**src/rtl/riscv_pkg.sv**
```systemverilog
// Shared RV32I fetch definitions: data width, reset PC, NOP encoding and the
// instruction-buffer entry carried from fetch to decode.
package riscv_pkg;

  localparam int unsigned RV_XLEN = 32;

  localparam logic [RV_XLEN-1:0] RESET_PC_DEFAULT = 32'h0000_0000;
  localparam logic [31:0]        NOP_INSTR        = 32'h0000_0013;

  typedef struct packed {
    logic [31:0]        instr;
    logic [RV_XLEN-1:0] pc;
    logic               misalign;
  } fetch_entry_t;

  function automatic logic [RV_XLEN-1:0] word_align(input logic [RV_XLEN-1:0] addr);
    return addr & ~(RV_XLEN'(3));
  endfunction

endpackage

```
**src/rtl/fetch_fifo.sv**
```systemverilog
// Synchronous FIFO of DEPTH entries of type T; head is a registered read, 0-cycle visibility after push edge.
// No internal backpressure: caller guarantees no push when full / no pop when empty; flush beats pop and may carry a push.
module fetch_fifo #(
  parameter int unsigned DEPTH = 2,
  parameter type         T     = logic [31:0]
) (
  input  logic                     clk,
  input  logic                     rst_n,
  input  logic                     push,
  input  T                         push_data,
  input  logic                     pop,
  input  logic                     flush,
  output T                         head,
  output logic [$clog2(DEPTH):0]   count
);

  localparam int unsigned AW = $clog2(DEPTH);

  T               mem [DEPTH];
  logic [AW-1:0]  rd_ptr;
  logic [AW-1:0]  wr_ptr;

  assign head = mem[rd_ptr];

  always_ff @(posedge clk or negedge rst_n) begin
    if (!rst_n) begin
      rd_ptr <= '0;
      wr_ptr <= '0;
      count  <= '0;
      for (int i = 0; i < int'(DEPTH); i++) begin
        mem[i] <= '0;
      end
    end else if (flush) begin
      // A flush may restart the queue with one fresh entry in slot 0.
      rd_ptr <= '0;
      if (push) begin
        mem[0] <= push_data;
        wr_ptr <= AW'(1);
        count  <= (AW+1)'(1);
      end else begin
        wr_ptr <= '0;
        count  <= '0;
      end
    end else begin
      if (push) begin
        mem[wr_ptr] <= push_data;
        wr_ptr      <= wr_ptr + AW'(1);
      end
      if (pop) begin
        rd_ptr <= rd_ptr + AW'(1);
      end
      count <= count + (AW+1)'(push) - (AW+1)'(pop);
    end
  end

endmodule

```
**src/rtl/fetch_unit.sv**
```systemverilog
// RV32I fetch stage: PC, credit-limited imem requests, in-order response buffer to decode (mem latency + 1 to if_valid).
// Decode stalls via if_ready; redirects flush and drop stale responses. FETCH_MISALIGN_TRAP_EN traps misaligned targets.
module fetch_unit
  import riscv_pkg::*;
#(
  parameter int unsigned     XLEN       = RV_XLEN,
  parameter logic [XLEN-1:0] RESET_PC   = RESET_PC_DEFAULT,
  parameter int unsigned     FIFO_DEPTH = 2
) (
  input  logic            clk,
  input  logic            rst_n,
  output logic            imem_req_valid,
  input  logic            imem_req_ready,
  output logic [XLEN-1:0] imem_addr,
  input  logic            imem_rsp_valid,
  input  logic [31:0]     imem_rsp_data,
  input  logic            redirect_valid,
  input  logic [XLEN-1:0] redirect_pc,
  output logic            if_valid,
  input  logic            if_ready,
  output logic [31:0]     if_instr,
  output logic [XLEN-1:0] if_pc,
  output logic            if_misalign
);

  localparam int unsigned CW      = $clog2(FIFO_DEPTH) + 1;
  localparam logic [CW:0] CREDITS = (CW+1)'(FIFO_DEPTH);

`ifdef FETCH_MISALIGN_TRAP_EN
  localparam logic MISALIGN_EN = 1'b1;
`else
  localparam logic MISALIGN_EN = 1'b0;
`endif

  logic [XLEN-1:0] pc;
  logic [CW-1:0]   drop_cnt;
  logic [CW-1:0]   fifo_cnt;
  logic [CW-1:0]   pcq_cnt;
  logic [CW-1:0]   outstanding;
  logic [CW:0]     credit_used;
  logic            started;
  logic            halted;

  logic            pop;
  logic            req_fire;
  logic            rsp_keep;
  logic            rsp_drop;
  logic            mis_redirect;
  logic            fifo_push;
  fetch_entry_t    push_entry;
  fetch_entry_t    head_entry;
  logic [XLEN-1:0] pcq_head;

  // Every in-flight request is either still owed a PC-queue slot or is a stale one awaiting drop.
  assign outstanding = pcq_cnt + drop_cnt;

  assign pop         = if_valid && if_ready;
  // A pop this cycle frees its slot before any new response can land, keeping 1 instr/cycle.
  assign credit_used = {1'b0, outstanding} + {1'b0, fifo_cnt} - {{CW{1'b0}}, pop};

  assign imem_req_valid = started && !halted && !redirect_valid && (credit_used < CREDITS);
  assign imem_addr      = pc;
  assign req_fire       = imem_req_valid && imem_req_ready;

  assign rsp_drop     = imem_rsp_valid && (drop_cnt != '0);
  assign rsp_keep     = imem_rsp_valid && (drop_cnt == '0) && !redirect_valid;
  assign mis_redirect = MISALIGN_EN && redirect_valid && (redirect_pc[1:0] != 2'b00);
  assign fifo_push    = rsp_keep || mis_redirect;

  always_comb begin
    push_entry = '0;
    if (mis_redirect) begin
      push_entry.instr    = NOP_INSTR;
      push_entry.pc       = redirect_pc;
      push_entry.misalign = 1'b1;
    end else begin
      push_entry.instr    = imem_rsp_data;
      push_entry.pc       = pcq_head;
      push_entry.misalign = 1'b0;
    end
  end

  always_ff @(posedge clk or negedge rst_n) begin
    if (!rst_n) begin
      pc       <= RESET_PC;
      drop_cnt <= '0;
      started  <= 1'b0;
      halted   <= 1'b0;
    end else begin
      started <= 1'b1;
      if (redirect_valid) begin
        // No request fires in a redirect cycle, so everything still in flight is stale.
        pc       <= word_align(redirect_pc);
        drop_cnt <= outstanding - CW'(imem_rsp_valid);
        halted   <= mis_redirect;
      end else begin
        if (req_fire) begin
          pc <= pc + XLEN'(4);
        end
        if (rsp_drop) begin
          drop_cnt <= drop_cnt - CW'(1);
        end
      end
    end
  end

  fetch_fifo #(
    .DEPTH (FIFO_DEPTH),
    .T     (fetch_entry_t)
  ) u_ibuf (
    .clk       (clk),
    .rst_n     (rst_n),
    .push      (fifo_push),
    .push_data (push_entry),
    .pop       (pop),
    .flush     (redirect_valid),
    .head      (head_entry),
    .count     (fifo_cnt)
  );

  fetch_fifo #(
    .DEPTH (FIFO_DEPTH),
    .T     (logic [XLEN-1:0])
  ) u_pcq (
    .clk       (clk),
    .rst_n     (rst_n),
    .push      (req_fire),
    .push_data (pc),
    .pop       (rsp_keep),
    .flush     (redirect_valid),
    .head      (pcq_head),
    .count     (pcq_cnt)
  );

  assign if_valid    = (fifo_cnt != '0);
  assign if_instr    = head_entry.instr;
  assign if_pc       = head_entry.pc;
  assign if_misalign = head_entry.misalign & MISALIGN_EN;

endmodule
```
**config.mk**
```make
export PLATFORM = sky130hd
export DESIGN_NAME = fetch_unit
export DESIGN_NICKNAME = d
export VERILOG_FILES = /design/src/rtl/riscv_pkg.sv /design/src/rtl/fetch_fifo.sv /design/src/rtl/fetch_unit.sv
export SDC_FILE = /design/constraint.sdc
export NUM_CORES = 1
export LEC_CHECK = 0
export ABC_CLOCK_PERIOD_IN_PS = 9200
export CORE_MARGIN = 2
export CORE_UTILIZATION = 40
export CTS_BUF_LIST = sky130_fd_sc_hd__clkbuf_8
export DETAILED_ROUTE_END_ITERATION = 10
export PLACE_DENSITY_LB_ADDON = 0.25
export SETUP_SLACK_MARGIN = 0.1
export SYNTH_ARGS = -nofsm -noshare
export SYNTH_HDL_FRONTEND = slang
export SYNTH_SLANG_ARGS = --single-unit
```
**constraint.sdc**
```tcl
create_clock -name clk -period 9.2 [get_ports clk]
set_input_delay 1.38 -clock clk [delete_from_list [all_inputs] [get_ports clk]]
set_output_delay 1.38 -clock clk [all_outputs]
set_load 0.01 [all_outputs]
```
==> report_table.html, run 1 <==
<table>
<tr><th>Metric</th><th>Value</th></tr>
<tr><th colspan="2">CTS</th></tr>
<tr><td>Worst-case clock buffer depth</td><td>3</td></tr>
<tr><td>Post-cts hold buffer count</td><td>0</td></tr>
<tr><td>Cell chosen for the clock root</td><td>sky130_fd_sc_hd__clkbuf_8</td></tr>
<tr><td>Reg clk slew, reported paths</td><td>50 ps</td></tr>
<tr><td>CTS resizes</td><td>0</td></tr>
<tr><td>Count of clock tree sinks</td><td>228</td></tr>
<tr><td>CTS HTree Levels</td><td>2</td></tr>
<tr><td>Clock tree from TritonCTS</td><td>built</td></tr>
<tr><td>Clock insertion delay at the later pin of the skew report</td><td>530 ps</td></tr>
<tr><td>Setup Fix Bufs, Post-CTS</td><td>0</td></tr>
<tr><td>Num CTS Buffers</td><td>41</td></tr>
<tr><th colspan="2">Power and ir drop</th></tr>
<tr><td>Total leakage power</td><td>5.70 nW</td></tr>
<tr><td>Clk network pwr share</td><td>20.9%</td></tr>
<tr><td>Power share of the sequential group</td><td>39.7%</td></tr>
<tr><td>Power dissipated by switching net loads</td><td>1.31 mW</td></tr>
<tr><td>Switching part of the total power</td><td>32.0%</td></tr>
<tr><td>Power per unit of standard cell area</td><td>316 nW/um^2</td></tr>
<tr><td>Largest vdd supply drop</td><td>0.136 mV</td></tr>
<tr><td>Share of total power in combinational logic</td><td>39.5%</td></tr>
<tr><td>Internal power</td><td>2.79 mW</td></tr>
<tr><th colspan="2">Setup path</th></tr>
<tr><td>Reg2Reg Setup Slack</td><td>5350 ps</td></tr>
<tr><td>Crit end category</td><td>output port</td></tr>
<tr><td>Worst path max stage delay</td><td>590 ps</td></tr>
<tr><td>Top cell by count, worst path</td><td>sky130_fd_sc_hd__clkdlybuf4s50_1</td></tr>
<tr><td>Number of buffer and inverter instances along the worst setup path</td><td>3</td></tr>
<tr><td>Critical Path Start Type</td><td>input pin</td></tr>
<tr><td>CP Max Fanout</td><td>5</td></tr>
<tr><td>Endpoint of the most critical register-to-register path</td><td>u_pcq.mem[3]$_DFFE_PN0P_</td></tr>
<tr><td>Series of cell instances along the critical path</td><td>clkdlybuf4s50_1 -&gt; and2_1 -&gt; ha_1 -&gt; inv_1 -&gt; nand2_1 -&gt; fa_1 -&gt; xnor2_1 -&gt; nor3_1 -&gt; clkdlybuf4s50_1</td></tr>
<tr><td>Type of the setup path with the least slack</td><td>input pin to output port</td></tr>
<tr><td>Depth of the worst register-to-register path</td><td>9</td></tr>
<tr><td>Worst flop-to-flop path startpoint</td><td>drop_cnt[0]$_DFFE_PN0P_</td></tr>
<tr><td>Worst EP required</td><td>7820 ps</td></tr>
<tr><td>Master of the slowest instance on the critical path</td><td>sky130_fd_sc_hd__clkdlybuf4s50_1</td></tr>
<tr><td>Arrival time reported for the critical path endpoint</td><td>3830 ps</td></tr>
<tr><td>Gate family responsible for the most delay along the worst path</td><td>buffers and inverters</td></tr>
<tr><th colspan="2">GRT</th></tr>
<tr><td>GRT Resource Usage Total</td><td>17.7%</td></tr>
<tr><td>Global Route met3 Usage</td><td>4.02%</td></tr>
<tr><td>Met1 usage</td><td>23.5%</td></tr>
<tr><td>Total congestion overflow after global routing</td><td>0</td></tr>
<tr><td>Largest net degree at the start of global routing</td><td>84</td></tr>
<tr><td>Most crowded layer after global routing</td><td>met2</td></tr>
<tr><td>Number of global-route vias before repair</td><td>7189</td></tr>
<tr><td>Met2 global-route usage</td><td>28.5%</td></tr>
<tr><td>Antenna violations before repair</td><td>1</td></tr>
<tr><td>Global-route wire length before repair</td><td>37.7 mm</td></tr>
<tr><th colspan="2">Synthesis</th></tr>
<tr><td>Yosys warning total</td><td>0</td></tr>
<tr><td>Number of distinct library cell variants in the gate-level netlist after synthesis</td><td>42</td></tr>
<tr><td>Number of instances in the synthesized netlist</td><td>851</td></tr>
<tr><td>Post-synthesis instance area</td><td>10300 um^2</td></tr>
<tr><td>Avg Inst Size Synth</td><td>12.1 um^2</td></tr>
<tr><td>Top flip-flop cell by instance count after synthesis</td><td>sky130_fd_sc_hd__dfrtp_1</td></tr>
<tr><td>Leading area contributor after synthesis</td><td>sky130_fd_sc_hd__dfrtp_1</td></tr>
<tr><td>Fraction of synthesized cell area taken by the top area cell type</td><td>55.3%</td></tr>
<tr><td>Count of state elements after synthesis</td><td>228</td></tr>
<tr><td>Share of synthesized registers carrying an async set or reset</td><td>100%</td></tr>
<tr><td>Most area-consuming cells after synthesis</td><td>sky130_fd_sc_hd__dfrtp_1, sky130_fd_sc_hd__mux2_2, sky130_fd_sc_hd__mux2i_1</td></tr>
<tr><td>Sequential share of the synthesized area</td><td>55.3%</td></tr>
<tr><td>EDFF count, synth</td><td>0</td></tr>
<tr><th colspan="2">STA</th></tr>
<tr><td>Slew Viols, Final</td><td>0</td></tr>
<tr><td>Setup TNS</td><td>0 ps</td></tr>
<tr><td>Normalized max-slew margin</td><td>30.8%</td></tr>
<tr><td>Shortest clock period the worst path allows after layout</td><td>5210 ps</td></tr>
<tr><td>Unrepaired setup endpoints after global routing</td><td>no</td></tr>
<tr><td>Final-report hold violation count</td><td>0</td></tr>
<tr><td>Fmax</td><td>192 MHz</td></tr>
<tr><td>Number of endpoints failing setup at the final stage</td><td>0</td></tr>
<tr><td>Actual transition at the worst max-transition pin</td><td>1040 ps</td></tr>
<tr><td>Largest clock skew in the final design</td><td>14.7 ps</td></tr>
<tr><td>Period Utilization, post-route</td><td>56.6%</td></tr>
<tr><th colspan="2">Status</th></tr>
<tr><td>Result of the run</td><td>finished, final reports clean</td></tr>
<tr><th colspan="2">Drt</th></tr>
<tr><td>Post-DR vias/cell</td><td>5.10</td></tr>
<tr><td>Detailed-route via count</td><td>7002</td></tr>
<tr><td>Pre-antenna DRT Iters</td><td>4</td></tr>
<tr><td>Starting DRC count in detailed routing</td><td>315</td></tr>
<tr><td>Total wirelength of the detailed-routed design</td><td>23.6 mm</td></tr>
<tr><td>DRT antenna net count</td><td>0</td></tr>
<tr><td>Wirelength per Cell</td><td>17.2 um</td></tr>
<tr><td>DRC errors left</td><td>0</td></tr>
<tr><th colspan="2">Placement</th></tr>
<tr><td>Placed cell areas</td><td>12200 um^2</td></tr>
<tr><td>Hpwl dp</td><td>15.2 mm</td></tr>
<tr><td>Port bufs</td><td>163</td></tr>
<tr><td>Final Wtd Congestion</td><td>0.789</td></tr>
<tr><th colspan="2">Min path</th></tr>
<tr><td>Hold EP</td><td>u_ibuf.mem[31]$_DFFE_PN0P_</td></tr>
<tr><td>Cell depth of the worst min-delay path</td><td>2</td></tr>
<tr><td>Worst hold start</td><td>u_ibuf.mem[31]$_DFFE_PN0P_</td></tr>
<tr><td>Hold WC Path Type</td><td>register to register</td></tr>
<tr><th colspan="2">Flow run</th></tr>
<tr><td>Max cap viols</td><td>0</td></tr>
<tr><th colspan="2">Die</th></tr>
<tr><td>Count of standard-cell rows</td><td>58</td></tr>
<tr><td>Placeable Area</td><td>25300 um^2</td></tr>
<tr><td>Width of the die</td><td>165 um</td></tr>
<tr><td>Y dimension of the die</td><td>165 um</td></tr>
<tr><td>I/O pin count</td><td>169</td></tr>
<tr><td>Total Die Area</td><td>27100 um^2</td></tr>
<tr><td>Starting density of the core</td><td>40.8%</td></tr>
<tr><th colspan="2">Cells and area</th></tr>
<tr><td>Synthesis-to-layout area growth</td><td>25.7%</td></tr>
<tr><td>Share of post-route cells with drive strength above 1</td><td>25.1%</td></tr>
<tr><td>Area of all placed cells without fillers</td><td>13000 um^2</td></tr>
<tr><td>Final layout net count</td><td>1096</td></tr>
</table>
## through the flow
stage / instances / setup slack, ps / hold WS (ps) / util (%) / total power, mW
2_1_floorplan: 853 / 5050 / 444 / - / 2.57
3_3_place_gp: 1303 / 3980 / 456 / 48.4 / 3.25
3_5_place_dp: 1303 / 3970 / 465 / 48.4 / 3.28
4_1_cts: 1372 / 3970 / 478 / 51.3 / 4.16
5_1_grt: 1372 / 3910 / 505 / 51.3 / 4.39
6_report: 1373 / 3990 / 470 / 51.3 / 4.10
## cells by family after synthesis
kind of cell	synth area share, %
DFF	55.3
buffers and inverters	2.68
and+or+nand+nor	8.70
other	0.0728
adders and majority gates	1.29
AOI/OAI and AO/OA	5.33
muxes	23.8
xor gates and xnor gates	2.80
## tightest hold or removal path, delay by kind of cell (launching register included)
| kind | cells | cell delay [ps] |
|---|---|---|
| AO/OA/AOI/OAI | 1 | 50 |
| AND/OR/NAND/NOR | 1 | 40 |
| flip-flops | 1 | 340 |
## layout by cell type (no fill, tap or decap), types with 2 or more instances in the layout
cell,synthesis,final
sky130_fd_sc_hd__dfrtp_1,228,226
sky130_fd_sc_hd__mux2_2,186,186
sky130_fd_sc_hd__clkdlybuf4s50_1,0,161
sky130_fd_sc_hd__nand2_1,79,78
sky130_fd_sc_hd__o21ai_0,49,49
sky130_fd_sc_hd__nor2_1,47,47
sky130_fd_sc_hd__clkbuf_8,0,47
sky130_fd_sc_hd__mux2i_1,36,36
sky130_fd_sc_hd__a21oi_1,34,34
sky130_fd_sc_hd__inv_1,12,31
sky130_fd_sc_hd__xnor2_1,21,21
sky130_fd_sc_hd__xor2_1,12,12
sky130_fd_sc_hd__nand4_1,12,12
sky130_fd_sc_hd__nand3_1,12,12
sky130_fd_sc_hd__buf_4,4,10
sky130_fd_sc_hd__ha_1,9,9
sky130_fd_sc_hd__o21ai_1,7,7
sky130_fd_sc_hd__nor3_1,8,6
sky130_fd_sc_hd__and3_1,6,6
sky130_fd_sc_hd__and2_1,4,4
sky130_fd_sc_hd__nor2b_1,4,4
sky130_fd_sc_hd__nor3_2,2,4
sky130_fd_sc_hd__nor4_2,4,4
sky130_fd_sc_hd__conb_1,2,4
sky130_fd_sc_hd__a211o_1,3,3
sky130_fd_sc_hd__o311ai_0,3,3
sky130_fd_sc_hd__nand2b_1,2,2
sky130_fd_sc_hd__or4_1,2,2
sky130_fd_sc_hd__o211ai_1,2,2
sky130_fd_sc_hd__clkinv_2,0,2
sky130_fd_sc_hd__dfrtp_2,0,2
## Yosys cell counts, types with 6 or more instances
cell type                  number
sky130_fd_sc_hd__buf_2         14
sky130_fd_sc_hd__nand2_1       79
sky130_fd_sc_hd__o21ai_1        7
sky130_fd_sc_hd__xor2_1        12
sky130_fd_sc_hd__o21ai_0       49
sky130_fd_sc_hd__nor2_1        47
sky130_fd_sc_hd__mux2_2       186
sky130_fd_sc_hd__nand3_1       12
sky130_fd_sc_hd__clkbuf_1      34
sky130_fd_sc_hd__mux2i_1       36
sky130_fd_sc_hd__nand4_1       12
sky130_fd_sc_hd__and3_1         6
sky130_fd_sc_hd__dfrtp_1      228
sky130_fd_sc_hd__a21oi_1       34
sky130_fd_sc_hd__nor3_1         8
sky130_fd_sc_hd__xnor2_1       21
sky130_fd_sc_hd__ha_1           9
sky130_fd_sc_hd__inv_1         12
## state kept, by name (all words and copies together), names as in the netlist
signal	count
u_ibuf.mem	126
started	1
imem_addr	30
u_ibuf.wr_ptr	1
u_ibuf.count	2
u_ibuf.rd_ptr	1
u_pcq.mem	61
u_pcq.rd_ptr	1
drop_cnt	2
u_pcq.count	2
u_pcq.wr_ptr	1
## how the worst max path moves through the flow
stage / end / depth (start not counted) / from / slack [ps]
after floorplan: imem_req_valid / 7 / if_ready / 5050
after global placement: imem_req_valid / 9 / if_ready / 3980
after detailed placement: imem_req_valid / 9 / if_ready / 3970
after CTS: imem_req_valid / 9 / if_ready / 3970
after global routing: imem_req_valid / 9 / if_ready / 3910
final: imem_req_valid / 9 / if_ready / 3990
## metal layers
metal | part of all wire [%] | wire [um]
met1 | 45 | 10700
met3 | 6.5 | 1540
met2 | 46 | 10800
met5 | 0 | 0
met4 | 2.3 | 537
## power by group through the flow
stage                     clock, mW  sequential (mW)  combinational [mW]
after floorplan                   0             1.55                1.02
after global placement            0             1.63                1.62
after detailed placement          0             1.64                1.64
after CTS                     0.886             1.63                1.65
after global routing          0.932             1.68                1.77
final                         0.854             1.62                1.62
## cell type report
| type | count | area (um^2) |
|---|---|---|
| clock buffers | 47 | 647 |
| clock inverters | 22 | 88.8 |
| flip-flops and latches | 228 | 5710 |
| inverters | 12 | 45.0 |
| fillers | 2292 | 12300 |
| diodes | 1 | 2.50 |
| repair buffers | 173 | 1710 |
| well taps | 330 | 413 |
| multi-input cells | 560 | 4360 |
Power figures use the tool's default switching activity.
==> run 2, diff against run 1 <==
Settings changed: ABC_CLOCK_PERIOD_IN_PS 9200 to 4520.
Clock period 9.2 ns to 4.52 ns, I/O delays scaled along.
==> run 2 against run 1 <==
- worst hold slack got worse by 230 ps
- global-route usage rose by 0.085 points
- setup slack got worse by 3300 ps
- final cell count rose by 0.22%
- clock power rose by 130%
- register-to-register slack got worse by 4200 ps
- clock skew barely moved
- first-iteration DRC count fell by 5.4%
- non-clock buffer count did not move
- sequential power rose by 100%
- wire length rose by 0.48%
- flip-flop and latch count did not move
==> report_table.html, run 2 (synthesized netlist as in run 1, its figures left out) <==
<table>
<tr><th>Metric</th><th>Value</th></tr>
<tr><th colspan="2">STA</th></tr>
<tr><td>Actual transition at the worst max-transition pin</td><td>1060 ps</td></tr>
<tr><td>Largest clock skew in the final design</td><td>14.4 ps</td></tr>
<tr><td>Fmax</td><td>261 MHz</td></tr>
<tr><td>Final WS setup</td><td>689 ps</td></tr>
<tr><td>Slew Viols, Final</td><td>0</td></tr>
<tr><td>Shortest clock period the worst path allows after layout</td><td>3830 ps</td></tr>
<tr><td>Unrepaired setup endpoints after global routing</td><td>no</td></tr>
<tr><td>Period Utilization, post-route</td><td>84.8%</td></tr>
<tr><td>Setup TNS</td><td>0 ps</td></tr>
<tr><td>Normalized max-slew margin</td><td>29.6%</td></tr>
<tr><td>WHS</td><td>245 ps</td></tr>
<tr><td>Number of endpoints failing setup at the final stage</td><td>0</td></tr>
<tr><td>Final-report hold violation count</td><td>0</td></tr>
<tr><th colspan="2">GRT</th></tr>
<tr><td>Total congestion overflow after global routing</td><td>0</td></tr>
<tr><td>Number of global-route vias before repair</td><td>7116</td></tr>
<tr><td>Antenna violations before repair</td><td>0</td></tr>
<tr><td>GRT Resource Usage Total</td><td>17.7%</td></tr>
<tr><td>Largest net degree at the start of global routing</td><td>123</td></tr>
<tr><td>Global-route wire length before repair</td><td>37.6 mm</td></tr>
<tr><th colspan="2">Cells and area</th></tr>
<tr><td>Top register by number of flip-flops</td><td>u_ibuf.mem</td></tr>
<tr><td>Number of antenna diodes</td><td>0</td></tr>
<tr><td>Fin util</td><td>51.9%</td></tr>
<tr><td>Total area of multi-input combinational cells</td><td>4360 um^2</td></tr>
<tr><td>Final layout net count</td><td>1096</td></tr>
<tr><td>Fillcell total</td><td>2270</td></tr>
<tr><td>Leading cell types in the layout, fill and taps excluded</td><td>sky130_fd_sc_hd__dfrtp_1, sky130_fd_sc_hd__mux2_2, sky130_fd_sc_hd__clkdlybuf4s50_1, sky130_fd_sc_hd__nand2_1, sky130_fd_sc_hd__clkbuf_8</td></tr>
<tr><td>Number of flip-flops under the largest register name</td><td>126</td></tr>
<tr><td>Number of cells in the finished layout apart from fillers</td><td>1376</td></tr>
<tr><td>Footprint of the flip-flops and latches</td><td>5710 um^2</td></tr>
<tr><td>Leading cell type in the layout, fill and taps excluded</td><td>sky130_fd_sc_hd__dfrtp_1</td></tr>
<tr><td>Share of post-route cells with drive strength above 1</td><td>25.9%</td></tr>
<tr><td>Area of all placed cells without fillers</td><td>13100 um^2</td></tr>
<tr><td>Synthesis-to-layout area growth</td><td>27.0%</td></tr>
<tr><th colspan="2">Setup path</th></tr>
<tr><td>Series of cell instances along the critical path</td><td>ha_1 -&gt; xnor2_1 -&gt; ha_1 -&gt; fa_1 -&gt; xnor2_1 -&gt; nor3_1 -&gt; clkdlybuf4s50_1</td></tr>
<tr><td>Critical Path Start Type</td><td>register</td></tr>
<tr><td>Worst path max stage delay</td><td>510 ps</td></tr>
<tr><td>Arrival time reported for the critical path endpoint</td><td>3150 ps</td></tr>
<tr><td>Number of buffer and inverter instances along the worst setup path</td><td>1</td></tr>
<tr><td>Crit end category</td><td>output port</td></tr>
<tr><td>CP Max Fanout</td><td>5</td></tr>
<tr><td>Reg2Reg Setup Slack</td><td>1120 ps</td></tr>
<tr><td>Master of the slowest instance on the critical path</td><td>sky130_fd_sc_hd__clkdlybuf4s50_1</td></tr>
<tr><td>Gate family responsible for the most delay along the worst path</td><td>adder cells</td></tr>
<tr><td>Worst EP required</td><td>3840 ps</td></tr>
<tr><td>Depth of the worst register-to-register path</td><td>9</td></tr>
<tr><td>Type of the setup path with the least slack</td><td>register to output port</td></tr>
<tr><td>Stages on worst setup path</td><td>7</td></tr>
<tr><th colspan="2">CTS</th></tr>
<tr><td>Count of clock tree sinks</td><td>228</td></tr>
<tr><td>Post-cts hold buffer count</td><td>0</td></tr>
<tr><td>Clock insertion delay at the later pin of the skew report</td><td>540 ps</td></tr>
<tr><td>Clock tree from TritonCTS</td><td>built</td></tr>
<tr><td>CTS HTree Levels</td><td>2</td></tr>
<tr><td>Num CTS Buffers</td><td>41</td></tr>
<tr><td>Worst-case clock buffer depth</td><td>3</td></tr>
<tr><td>Reg clk slew, reported paths</td><td>50 ps</td></tr>
<tr><td>CTS resizes</td><td>0</td></tr>
<tr><td>Cell chosen for the clock root</td><td>sky130_fd_sc_hd__clkbuf_8</td></tr>
<tr><td>Setup Fix Bufs, Post-CTS</td><td>0</td></tr>
<tr><th colspan="2">Drt</th></tr>
<tr><td>Met1 layer wirelength in the final routing</td><td>10.8 mm</td></tr>
<tr><td>Starting DRC count in detailed routing</td><td>298</td></tr>
<tr><td>Pre-antenna DRT Iters</td><td>4</td></tr>
<tr><td>DRT antenna net count</td><td>0</td></tr>
<tr><td>Post-DR vias/cell</td><td>5.08</td></tr>
<tr><td>Wirelength per Cell</td><td>17.2 um</td></tr>
<tr><td>Topmost layer with routed signal wires</td><td>met4</td></tr>
<tr><td>Total wirelength of the detailed-routed design</td><td>23.7 mm</td></tr>
<tr><td>Detailed-route via count</td><td>6988</td></tr>
<tr><td>DRC errors left</td><td>0</td></tr>
<tr><td>Met3 Wirelength</td><td>1.50 mm</td></tr>
<tr><td>Detailed route wirelength on metal2</td><td>11.0 mm</td></tr>
<tr><th colspan="2">Placement</th></tr>
<tr><td>Placed insts</td><td>1303</td></tr>
<tr><td>Placed cell areas</td><td>12300 um^2</td></tr>
<tr><td>Hpwl dp</td><td>14.9 mm</td></tr>
<tr><td>Pre-CTS setup slack</td><td>692 ps</td></tr>
<tr><td>Port bufs</td><td>163</td></tr>
<tr><td>Final Wtd Congestion</td><td>0.797</td></tr>
<tr><th colspan="2">Power and ir drop</th></tr>
<tr><td>Largest vdd supply drop</td><td>0.266 mV</td></tr>
<tr><td>Power dissipated by switching net loads</td><td>2.71 mW</td></tr>
<tr><td>Total Power</td><td>8.56 mW</td></tr>
<tr><td>Power share of the sequential group</td><td>38.7%</td></tr>
<tr><td>Share of total power in combinational logic</td><td>38.6%</td></tr>
<tr><td>Power per unit of standard cell area</td><td>653 nW/um^2</td></tr>
<tr><td>Internal power</td><td>5.85 mW</td></tr>
<tr><td>Clk network pwr share</td><td>22.6%</td></tr>
<tr><td>Switching part of the total power</td><td>31.6%</td></tr>
<tr><td>Total leakage power</td><td>5.75 nW</td></tr>
<tr><th colspan="2">Die</th></tr>
<tr><td>Y dimension of the die</td><td>165 um</td></tr>
<tr><td>Width of the die</td><td>165 um</td></tr>
<tr><td>Count of standard-cell rows</td><td>58</td></tr>
<tr><td>Placeable Area</td><td>25300 um^2</td></tr>
<tr><td>Starting density of the core</td><td>40.8%</td></tr>
<tr><td>Total Die Area</td><td>27100 um^2</td></tr>
<tr><td>I/O pin count</td><td>169</td></tr>
<tr><th colspan="2">Status</th></tr>
<tr><td>Result of the run</td><td>finished, final reports clean</td></tr>
<tr><th colspan="2">Flow run</th></tr>
<tr><td>Max cap viols</td><td>0</td></tr>
<tr><th colspan="2">Min path</th></tr>
<tr><td>Hold WC Path Type</td><td>input pin to async pin</td></tr>
</table>
==> run 2: cell type report <==
| class | count | share of cell area, % |
|---|---|---|
| Timing Repair Buffer | 173 | 13.2 |
| Tap cell | 330 | 3.15 |
| Sequential cell | 228 | 43.6 |
| Clock buffer | 53 | 5.57 |
| Inverter | 12 | 0.344 |
| Multi-Input combinational cell | 560 | 33.3 |
| Clock inverter | 20 | 0.860 |
==> run 2: worst paths after layout <==
kind,start,endpoint
max reg2reg,drop_cnt[0]$_DFFE_PN0P_,imem_addr[23]$_DFFE_PN0P_
max in group asynchronous,rst_n,u_pcq.rd_ptr$_DFFE_PN0P_
min,rst_n,u_ibuf.mem[127]$_DFFE_PN0P_
min reg2reg,u_ibuf.mem[29]$_DFFE_PN0P_,u_ibuf.mem[29]$_DFFE_PN0P_
max,drop_cnt[0]$_DFFE_PN0P_,imem_req_valid
min in group clk,u_ibuf.mem[29]$_DFFE_PN0P_,u_ibuf.mem[29]$_DFFE_PN0P_
==> run 2: worst register-to-register path, cell delays in order (launching register included) <==
cell and delay [ps]:
sky130_fd_sc_hd__dfrtp_1 410, sky130_fd_sc_hd__ha_1 220, sky130_fd_sc_hd__xnor2_1 250, sky130_fd_sc_hd__ha_1 300, sky130_fd_sc_hd__fa_1 590, sky130_fd_sc_hd__nand4b_1 150, sky130_fd_sc_hd__nor2_1 490, sky130_fd_sc_hd__nand3_1 370
sky130_fd_sc_hd__or4_1 480, sky130_fd_sc_hd__nand3_1 90
==> run 2: layer usage <==
| metal | up-vias | global-route usage (%) |
|---|---|---|
| li1 | 3307 | - |
| met1 | 3447 | 23.6 |
| met2 | 199 | 29.2 |
| met3 | 35 | 4.07 |
| met4 | 0 | 4.86 |
| met5 | - | 0 |
==> run 2: power by group through the flow <==
stage | registers [mW] | logic, mW | clock network, mW
5_1_grt | 3.42 | 3.62 | 2.11
3_5_place_dp | 3.35 | 3.35 | 0
3_3_place_gp | 3.32 | 3.30 | 0
4_1_cts | 3.31 | 3.37 | 2.01
6_report | 3.31 | 3.31 | 1.94
2_1_floorplan | 3.15 | 2.07 | 0
